<file path="config.mk">
export PLATFORM = sky130hd
export DESIGN_NAME = exm_muldiv_flat
export DESIGN_NICKNAME = d
export VERILOG_FILES = /design/src/rtl/ecap5_dproc_pkg.sv /design/src/rtl/exm_muldiv_if.sv /design/src/rtl/exm_muldiv_step.sv /design/src/rtl/exm_muldiv.sv /design/src/flat_wrapper.sv
export SDC_FILE = /design/constraint.sdc
export NUM_CORES = 1
export LEC_CHECK = 0
export CORE_MARGIN = 4
export CORE_UTILIZATION = 55
export CTS_BUF_LIST = sky130_fd_sc_hd__clkbuf_16
export CTS_CLUSTER_SIZE = 8
export DETAILED_ROUTE_END_ITERATION = 16
export HOLD_SLACK_MARGIN = 0.02
export PLACE_DENSITY = 0.78
export SLEW_MARGIN = 20
export SYNTH_ARGS = -nofsm -noshare
export SYNTH_HDL_FRONTEND = slang
export SYNTH_SLANG_ARGS = --single-unit
</file>
<file path="constraint.sdc">
create_clock -name clk_i -period 4.2 [get_ports clk_i]
set_clock_uncertainty 0.15 [all_clocks]
set_input_delay 0.42 -clock clk_i [delete_from_list [all_inputs] [get_ports clk_i]]
set_output_delay 0.42 -clock clk_i [all_outputs]
set_load 0.01 [all_outputs]
</file>
<file path="src/rtl/ecap5_dproc_pkg.sv">
// rtl/ecap5_dproc_pkg.sv - shared op codes and state type for the multiply/divide unit
package ecap5_dproc_pkg;

  localparam logic [2:0] MULDIV_MUL    = 3'b000;
  localparam logic [2:0] MULDIV_MULH   = 3'b001;
  localparam logic [2:0] MULDIV_MULHSU = 3'b010;
  localparam logic [2:0] MULDIV_MULHU  = 3'b011;
  localparam logic [2:0] MULDIV_DIV    = 3'b100;
  localparam logic [2:0] MULDIV_DIVU   = 3'b101;
  localparam logic [2:0] MULDIV_REM    = 3'b110;
  localparam logic [2:0] MULDIV_REMU   = 3'b111;

  typedef enum logic [2:0] {
    MD_IDLE,
    MD_PREP,
    MD_ITER,
    MD_FIX,
    MD_DONE
  } muldiv_state_t;

endpackage

</file>
<file path="src/rtl/exm_muldiv_if.sv">
// rtl/exm_muldiv_if.sv - request/result handshake bundle of the multiply/divide unit
interface exm_muldiv_if #(
  parameter int WIDTH = 32
);
  logic             flush_i;
  logic             input_valid_i;
  logic             input_ready_o;
  logic [WIDTH-1:0] operand1_i;
  logic [WIDTH-1:0] operand2_i;
  logic [2:0]       op_i;
  logic             result_write_i;
  logic [4:0]       result_addr_i;
  logic             output_ready_i;
  logic             output_valid_o;
  logic [WIDTH-1:0] result_o;
  logic             result_write_o;
  logic [4:0]       result_addr_o;

  modport master (
    output flush_i, input_valid_i, operand1_i, operand2_i, op_i,
           result_write_i, result_addr_i, output_ready_i,
    input  input_ready_o, output_valid_o, result_o, result_write_o, result_addr_o
  );

  modport slave (
    input  flush_i, input_valid_i, operand1_i, operand2_i, op_i,
           result_write_i, result_addr_i, output_ready_i,
    output input_ready_o, output_valid_o, result_o, result_write_o, result_addr_o
  );
endinterface

</file>
<file path="src/rtl/exm_muldiv_step.sv">
// rtl/exm_muldiv_step.sv - one iteration of shift-add multiply or restoring divide
module muldiv_step #(
  parameter int WIDTH          = 32,
  parameter int BITS_PER_CYCLE = 1
) (
  input  logic [2*WIDTH-1:0] acc,
  input  logic [WIDTH-1:0]   operand,
  input  logic               is_div,
  output logic [2*WIDTH-1:0] acc_next
);

  logic [WIDTH:0] diff;
  logic [WIDTH:0] sum;

  // Multiply shifts right with the carry; divide shifts left and retires a quotient bit at the bottom.
  always_comb begin
    acc_next = acc;
    diff     = '0;
    sum      = '0;
    for (int i = 0; i < BITS_PER_CYCLE; i++) begin
      if (is_div) begin
        diff = acc_next[2*WIDTH-1:WIDTH-1] - {1'b0, operand};
        if (!diff[WIDTH]) begin
          acc_next = {diff[WIDTH-1:0], acc_next[WIDTH-2:0], 1'b1};
        end else begin
          acc_next = {acc_next[2*WIDTH-2:0], 1'b0};
        end
      end else begin
        sum      = {1'b0, acc_next[2*WIDTH-1:WIDTH]} + {1'b0, (acc_next[0] ? operand : {WIDTH{1'b0}})};
        acc_next = {sum, acc_next[WIDTH-1:1]};
      end
    end
  end

endmodule

</file>
<file path="src/rtl/exm_muldiv.sv">
// rtl/exm_muldiv.sv - iterative RV32M multiply/divide unit with flush and result hold
module exm_muldiv
  import ecap5_dproc_pkg::*;
#(
  parameter int WIDTH          = 32,
  parameter int BITS_PER_CYCLE = 1
) (
  input logic         clk_i,
  input logic         rst_i,
  exm_muldiv_if.slave bus
);

  localparam int K  = WIDTH / BITS_PER_CYCLE;
  localparam int CW = $clog2(K) + 1;

  muldiv_state_t      state, next_state;
  logic [WIDTH-1:0]   a_q, b_q, opnd, res_q;
  logic [2:0]         op_q;
  logic               wr_q, valid_q, sign1, sign2;
  logic [4:0]         addr_q;
  logic [2*WIDTH-1:0] acc, acc_step, prod;
  logic [CW-1:0]      cnt;
  logic               is_div, a_signed, b_signed, neg, div0;
  logic [WIDTH-1:0]   a_mag, b_mag, q, r, fix_result;

  assign is_div   = op_q[2];
  assign a_signed = (op_q == MULDIV_MUL) || (op_q == MULDIV_MULH) || (op_q == MULDIV_MULHSU)
                 || (op_q == MULDIV_DIV) || (op_q == MULDIV_REM);
  assign b_signed = (op_q == MULDIV_MUL) || (op_q == MULDIV_MULH)
                 || (op_q == MULDIV_DIV) || (op_q == MULDIV_REM);
  assign a_mag    = (a_signed && a_q[WIDTH-1]) ? -a_q : a_q;
  assign b_mag    = (b_signed && b_q[WIDTH-1]) ? -b_q : b_q;

  muldiv_step #(.WIDTH(WIDTH), .BITS_PER_CYCLE(BITS_PER_CYCLE)) u_step (
    .acc      (acc),
    .operand  (opnd),
    .is_div   (is_div),
    .acc_next (acc_step)
  );

  // Signed overflow needs no special case: the magnitude path already yields MIN and 0.
  always_comb begin
    neg  = sign1 ^ sign2;
    prod = neg ? -acc : acc;
    q    = acc[WIDTH-1:0];
    r    = acc[2*WIDTH-1:WIDTH];
    div0 = (opnd == '0);
    case (op_q)
      MULDIV_MUL:                 fix_result = prod[WIDTH-1:0];
      MULDIV_MULH, MULDIV_MULHSU,
      MULDIV_MULHU:               fix_result = prod[2*WIDTH-1:WIDTH];
      MULDIV_DIV, MULDIV_DIVU:    fix_result = div0 ? '1 : (neg ? -q : q);
      default:                    fix_result = div0 ? a_q : (sign1 ? -r : r);
    endcase
  end

  always_ff @(posedge clk_i or negedge rst_i) begin
    if (!rst_i) state <= MD_IDLE;
    else        state <= next_state;
  end

  always_comb begin
    next_state = state;
    case (state)
      MD_IDLE: if (bus.input_valid_i) next_state = MD_PREP;
      MD_PREP: next_state = MD_ITER;
      MD_ITER: if (cnt == CW'(K - 1)) next_state = MD_FIX;
      MD_FIX:  next_state = MD_DONE;
      MD_DONE: if (bus.output_ready_i) next_state = MD_IDLE;
      default: next_state = MD_IDLE;
    endcase
    if (bus.flush_i) next_state = MD_IDLE;
  end

  always_ff @(posedge clk_i or negedge rst_i) begin
    if (!rst_i) begin
      a_q <= '0; b_q <= '0; opnd <= '0; res_q <= '0; op_q <= '0;
      wr_q <= 1'b0; addr_q <= '0; valid_q <= 1'b0;
      sign1 <= 1'b0; sign2 <= 1'b0; acc <= '0; cnt <= '0;
    end else begin
      case (state)
        MD_IDLE: if (bus.input_valid_i && !bus.flush_i) begin
          a_q    <= bus.operand1_i;
          b_q    <= bus.operand2_i;
          op_q   <= bus.op_i;
          wr_q   <= bus.result_write_i;
          addr_q <= bus.result_addr_i;
        end
        MD_PREP: begin
          sign1 <= a_signed && a_q[WIDTH-1];
          sign2 <= b_signed && b_q[WIDTH-1];
          acc   <= {{WIDTH{1'b0}}, (is_div ? a_mag : b_mag)};
          opnd  <= is_div ? b_mag : a_mag;
          cnt   <= '0;
        end
        MD_ITER: begin
          acc <= acc_step;
          cnt <= cnt + 1'b1;
        end
        MD_FIX: begin
          res_q   <= fix_result;
          valid_q <= 1'b1;
        end
        MD_DONE: if (bus.output_ready_i) valid_q <= 1'b0;
        default: ;
      endcase
      if (bus.flush_i) valid_q <= 1'b0;
    end
  end

  assign bus.input_ready_o  = (state == MD_IDLE);
  assign bus.output_valid_o = valid_q;
  assign bus.result_o       = res_q;
  assign bus.result_write_o = wr_q;
  assign bus.result_addr_o  = addr_q;

endmodule
</file>
<file path="src/flat_wrapper.sv">
// flat-port wrapper written by rule: the top's interface ports become plain ports
module exm_muldiv_flat import ecap5_dproc_pkg::*;
#(
  parameter int WIDTH          = 32,
  parameter int BITS_PER_CYCLE = 1
)
  (clk_i, rst_i, bus_flush_i, bus_input_valid_i, bus_operand1_i, bus_operand2_i, bus_op_i, bus_result_write_i, bus_result_addr_i, bus_output_ready_i, bus_input_ready_o, bus_output_valid_o, bus_result_o, bus_result_write_o, bus_result_addr_o);
  exm_muldiv_if #(.WIDTH(WIDTH)) bus_i ();
  input logic clk_i;
  input logic rst_i;
  input wire logic [$bits(bus_i.flush_i)-1:0] bus_flush_i;
  input wire logic [$bits(bus_i.input_valid_i)-1:0] bus_input_valid_i;
  input wire logic [$bits(bus_i.operand1_i)-1:0] bus_operand1_i;
  input wire logic [$bits(bus_i.operand2_i)-1:0] bus_operand2_i;
  input wire logic [$bits(bus_i.op_i)-1:0] bus_op_i;
  input wire logic [$bits(bus_i.result_write_i)-1:0] bus_result_write_i;
  input wire logic [$bits(bus_i.result_addr_i)-1:0] bus_result_addr_i;
  input wire logic [$bits(bus_i.output_ready_i)-1:0] bus_output_ready_i;
  output wire logic [$bits(bus_i.input_ready_o)-1:0] bus_input_ready_o;
  output wire logic [$bits(bus_i.output_valid_o)-1:0] bus_output_valid_o;
  output wire logic [$bits(bus_i.result_o)-1:0] bus_result_o;
  output wire logic [$bits(bus_i.result_write_o)-1:0] bus_result_write_o;
  output wire logic [$bits(bus_i.result_addr_o)-1:0] bus_result_addr_o;
  assign bus_i.flush_i = bus_flush_i;
  assign bus_i.input_valid_i = bus_input_valid_i;
  assign bus_i.operand1_i = bus_operand1_i;
  assign bus_i.operand2_i = bus_operand2_i;
  assign bus_i.op_i = bus_op_i;
  assign bus_i.result_write_i = bus_result_write_i;
  assign bus_i.result_addr_i = bus_result_addr_i;
  assign bus_i.output_ready_i = bus_output_ready_i;
  assign bus_input_ready_o = bus_i.input_ready_o;
  assign bus_output_valid_o = bus_i.output_valid_o;
  assign bus_result_o = bus_i.result_o;
  assign bus_result_write_o = bus_i.result_write_o;
  assign bus_result_addr_o = bus_i.result_addr_o;
  exm_muldiv #(.WIDTH(WIDTH), .BITS_PER_CYCLE(BITS_PER_CYCLE)) u_core (.clk_i(clk_i), .rst_i(rst_i), .bus(bus_i));
endmodule
</file>
# Word-level counts from Yosys, hierarchy flattened
# Cells that the tools add are included.
# op_classes
add_sub_neg	8
n_mul	0
div	0
order_cmp	0
n_eq_ne	14
n_shift	0
mux	23
n_bitwise	1
n_reduce_logical	20
# ops
operator	count
$mux 32	9
$mux 64	3
$neg 32->32	4
$pmux 64 s2	1
$pmux 32 s3	1
$neg 64->64	1
$add 32x32->33	1
$sub 33x32->33	1
$logic_not 32->1	1
$pmux 3 s5	1
$eq 3x2->1 const B	4
$eq 3x3->1 const B	4
$mux 3	4
$pmux 6 s2	1
$add 6x1->6 const B	1
$eq 3x1->1 const B	2
$eq 6x5->1 const B	1
$logic_not 3->1	2
$logic_or 1x1->1	6
$ne 3x3->1 const B	2
$reduce_and 2->1	2
$logic_and 1x1->1	3
$ne 3x2->1 const B	1
$reduce_and 3->1	1
8 further kinds	9
# word_totals
regBits	213
latchBits	0
mem_bits_rw	0
romBits	0
in_bits	78
output_inout_bits	40
elab_cells	79
mem_count	0

# Logic depth before layout (Yosys ltp)
# depth
word_depth	9
ltp_mapped	14
mapped_depth_nobuf	13

# Modules after synthesis
# From an unflattened synthesis, not the netlist that was laid out.
# unflattened
cells_unflattened	2085
hier_area_um2	17470.5
# modules_own_cells
mod	instances	cells_per_inst	area_per_inst_um2	seq_area_each_um2
exm_muldiv	1	1410	12987.5	5330.1
muldiv_step	1	675	4483.0	0.0

# Worst setup path before layout
# OpenSTA, ideal clock, no wires.
# synth_path
path_type	reg2reg
startpoint	reg u_core.acc[32]
endpoint	reg u_core.acc[41]
setup_ps	118
t_arrival_ps	3735
required_time_ps	3932
path_slack_ps	197
path_stages_with_launch	14
path_buffers	2
period_less_slack_ps	4003
path_cell_list	dfrtp_1 > clkbuf_1 > inv_1 > fa_1 > nand2b_1 > a211oi_1 > o21ai_0 > a2111oi_1 > nor4b_1 > a211oi_1 > buf_2 > mux2i_1 > a21oi_1 > a21o_1
# synth_via
elab_chain_len	4
elab_cells_between_ends	5
cone_classes	add/sub (2); mux (3)
# synth_lines
element	line_no	source
start, declared	exm_muldiv.sv:21	logic [2*WIDTH-1:0] acc, acc_step, prod;
start signal, assigned	exm_muldiv.sv:92	acc <= {{WIDTH{1'b0}}, (is_div ? a_mag : b_mag)};
start signal, assigned	exm_muldiv.sv:97	acc <= acc_step;
$sub 33x32->33	exm_muldiv_step.sv:22	diff = acc_next[2*WIDTH-1:WIDTH-1] - {1'b0, operand};
$mux 64	exm_muldiv_step.sv:23	if (!diff[WIDTH]) begin
$mux 64 (*)	exm_muldiv_step.sv:21	if (is_div) begin
$pmux 64 s2 (*)	exm_muldiv.sv:81	case (state)
# Mark *: on every way between the ends. The rest lies on a longest branch, timed or not.
# A chain may end at the register's enable or synchronous reset.

# Worst setup path in the final report
# layout_path
startpoint	reg u_core.acc[36]
endpoint	reg u_core.acc[53]
# Same word-level chain as after synthesis.

==> results.sh <==
export IMPL_status="finished clean"
export IMPL_synth_edf_count=0
export IMPL_wl_per_cell_um=23.6
export IMPL_cts_sinks=213
export IMPL_core_sq_um=30800
export IMPL_vias=17400
export IMPL_initial_core_util=0.563
export IMPL_synthFlopType="dfrtp_1"
export IMPL_final_setup_viol_count=0
export IMPL_power_density_nw_per_um2=885
export IMPL_worst_setup_path_type="reg2reg"
export IMPL_regArea_sq_um=5330
export IMPL_p_int_mw=8.65
export IMPL_htreeDepth=1
export IMPL_syn_nets=2290
export IMPL_irDropWorstVdd_mv=0.490
export IMPL_synth_most_common_cell="nand2_1"
export IMPL_clock_latency_ns=0.59
export IMPL_fin_tns_setup_ns=0
export IMPL_min_path_type="in2reg"
export IMPL_timing_rr_end="u_core.acc[53]$_DFFE_PN0P_"
export IMPL_grt_pass1_wl_mm=94.9
export IMPL_final_layout_size_suffix_gt1_frac=0.100
export IMPL_hold_path_end="u_core.b_q[12]$_DFFE_PN0P_"
export IMPL_clock_root_buffer="clkbuf_16"
export IMPL_yosys_top_cells_count="nand2_1 (248), o21ai_0 (218), dfrtp_1 (213)"
export IMPL_grt_pass1_vias=16500
export IMPL_cp_max_fo=31
export IMPL_pin_count=118
export IMPL_synth_area_leaders="dfrtp_1 (31%), o21ai_0 (6.3%), mux2_2 (5.4%)"
export IMPL_cap_violations=0
export IMPL_cp_end_kind="flop"
export IMPL_ys_seq_elements=213
export IMPL_r2r_cells=12
export IMPL_multiInputGateArea_sq_um=11200
export IMPL_post_cts_repair_setup_buffers=0
export IMPL_cts_tree="done"
export IMPL_nets=2354
export IMPL_port_buffers=117
export IMPL_numCtsBuffers=30
export IMPL_required_ns=4.46
export IMPL_yosysWarnings=0
export IMPL_min_path_cells=2
export IMPL_fill_cells=2594
export IMPL_timing_final_crit_share=0.954
export IMPL_ff2ff_setup_slack_ns=0.19
export IMPL_postRouteAntennaNets=0
export IMPL_timing_final_ws_setup_ns=0.191
export IMPL_cts_resized=0
export IMPL_rsz0062_at_grt="no"
export IMPL_dp_slack_ns=0.289
export IMPL_wl_mm=61.6
export IMPL_synth_cells=2141
export IMPL_p_sw_mw=8.93
export IMPL_start_kind="flop"
export IMPL_rr_startpoint="u_core.acc[36]$_DFFE_PN0P_"
export IMPL_yosys_cell_types_count=73
export IMPL_clockPowerShare=0.122
export IMPL_antenna_found_initial=0
export IMPL_swShare=0.508
export IMPL_place_congestion=1.07
export IMPL_viasPerCell=6.66
export IMPL_startpoint="u_core.acc[36]$_DFFE_PN0P_"
export IMPL_power_frac_comb=0.652
export IMPL_crit_arrival_ns=4.26
export IMPL_cts_buffer_depth=3
export IMPL_syn_area_sq_um=17300
export IMPL_async_reset_ff_frac=1.00
export IMPL_p_leak_nw=8.58
export IMPL_post_route_min_period_ns=4.01
export IMPL_tightest_slew_ns=0.869
export IMPL_avgSynthCellArea_sq_um=8.10
export IMPL_grtUsageTotal=0.351
export IMPL_dr_first_iter_drc_count=2288
export IMPL_hold_viol_final=0
export IMPL_die_y_um=186
export IMPL_synth_top_area_cell="dfrtp_1"
export IMPL_path_clk_slew_ns=0.06
export IMPL_grt_max_degree=103
export IMPL_die_x_um=186
export IMPL_slew_headroom=0.421
export IMPL_row_count=64
export IMPL_min_from="bus_operand2_i[12]"
export IMPL_ys_seq_area_frac=0.307
export IMPL_grt_ovfl_total=0
export IMPL_drtPass1Iterations=7
export IMPL_drv_slew=0
export IMPL_dpl_hpwl_mm=47.3
export IMPL_area_growth_pct=14.5
export IMPL_synth_top_area_share=0.307
export IMPL_seqPwrFrac=0.226
export IMPL_die_area_sq_um=34400
export IMPL_fmax_mhz=249
export IMPL_drc=0
==> how the worst max path moves through the flow <==
stage	endpoint	slack (ns)	cells past startpoint
final	u_core.acc[53]$_DFFE_PN0P_	0.19	12
after global routing	u_core.acc[62]$_DFFE_PN0P_	0.08	15
after CTS	u_core.acc[53]$_DFFE_PN0P_	0.27	12
after detailed placement	u_core.acc[53]$_DFFE_PN0P_	0.29	12
after global placement	u_core.acc[53]$_DFFE_PN0P_	0.40	14
after floorplan	u_core.acc[41]$_DFFE_PN0P_	0.20	13
==> cell type report <==
class | instances | area share
clock buffer | 30 | 0.0378
sequential | 213 | 0.269
antenna | 1 | 0.000126
tap | 396 | 0.0249
clock inverter | 4 | 0.00208
timing repair buffer | 198 | 0.0918
inverter | 61 | 0.0115
multi-input combinational | 1701 | 0.563
==> layout by cell type, fill, tap and decap left out, types with 10 or more instances in the layout <==
master,netlist,routed
a211oi_1,21,20
a21o_1,43,43
a21oi_1,177,177
a221o_1,10,10
a221oi_1,13,13
a22oi_1,12,12
a31oi_1,21,21
and2_1,12,12
buf_4,0,77
clkbuf_16,0,30
clkdlybuf4s50_1,0,116
dfrtp_1,213,212
ha_1,69,69
inv_1,61,63
mux2_2,83,83
mux2i_1,45,45
nand2_1,248,247
nand2b_1,17,17
nand3_1,29,29
nand4_1,17,17
nor2_1,155,153
nor3_1,42,42
nor4_1,32,32
o211ai_1,26,26
o21ai_0,218,218
o221ai_1,35,35
o31ai_1,23,23
o41ai_1,12,12
or3_1,13,13
or4_1,14,14
xnor2_1,95,94
xor2_1,104,103
==> sequential cells by signal, summed over array words and instances (netlist names), 3 cells and up <==
register	flops
u_core.a_q	32
u_core.state	3
u_core.acc	64
u_core.bus.result_addr_o	5
u_core.bus.result_o	32
u_core.cnt	6
u_core.opnd	32
u_core.b_q	32
u_core.op_q	3
==> repair_timing <==
action	in CTS	in global routing
hold buffers	1	0
endpoints found under the hold margin	100	0
endpoints found under the setup margin	0	0
==> worst max-delay path, stage by stage, from the launching register on <==
cell	delay, ns
dfrtp_1	0.52
ha_1	0.47
a21oi_1	0.22
o21ai_0	0.16
o21ai_0	0.50
a2111oi_1	0.17
buf_4	0.18
nor4b_1	0.52
a211o_1	0.19
buf_4	0.33
a21oi_1	0.12
a21oi_1	0.19
o221ai_1	0.13
==> logic make-up after synthesis <==
kind of cell,share of synthesized area
buffers and inverters,0.0501
adder cells (fa/ha/maj),0.0521
XOR/XNOR,0.100
multiplexers,0.0798
AND/OR/NAND/NOR,0.166
AO/OA/AOI/OAI,0.244
flip-flops,0.307
==> routing by layer <==
metal | vias to the layer above | share of wire | global-route usage
met5 | - | 0 | 0
met4 | 0 | 0.064 | 0.178
met3 | 235 | 0.11 | 0.0801
met2 | 1056 | 0.44 | 0.547
met1 | 8212 | 0.39 | 0.461
li1 | 7852 | - | -
==> per-stage QoR <==
step	instance area, sq um	total power [mW]	std cells	util	hold WS (ns)
after global routing	19900	18.7	2603	0.644	0.288
final	19900	17.6	2604	0.644	0.296
after global placement	19100	14.9	2568	0.618	0.316
after floorplan	17300	11.4	2141	-	-0.0256
after CTS	19900	17.3	2603	0.644	0.282
after detailed placement	19100	15.1	2568	0.618	0.320
==> power groups by stage <==
stage	Clock [mW]	Combinational [mW]	Sequential, mW
after floorplan	0	7.96	3.48
after global placement	0	11.0	3.90
after detailed placement	0	11.1	3.95
after CTS	2.16	11.2	3.92
after global routing	2.25	12.4	4.05
final	2.14	11.5	3.98
Note: power is estimated with default switching activity, not from simulation.
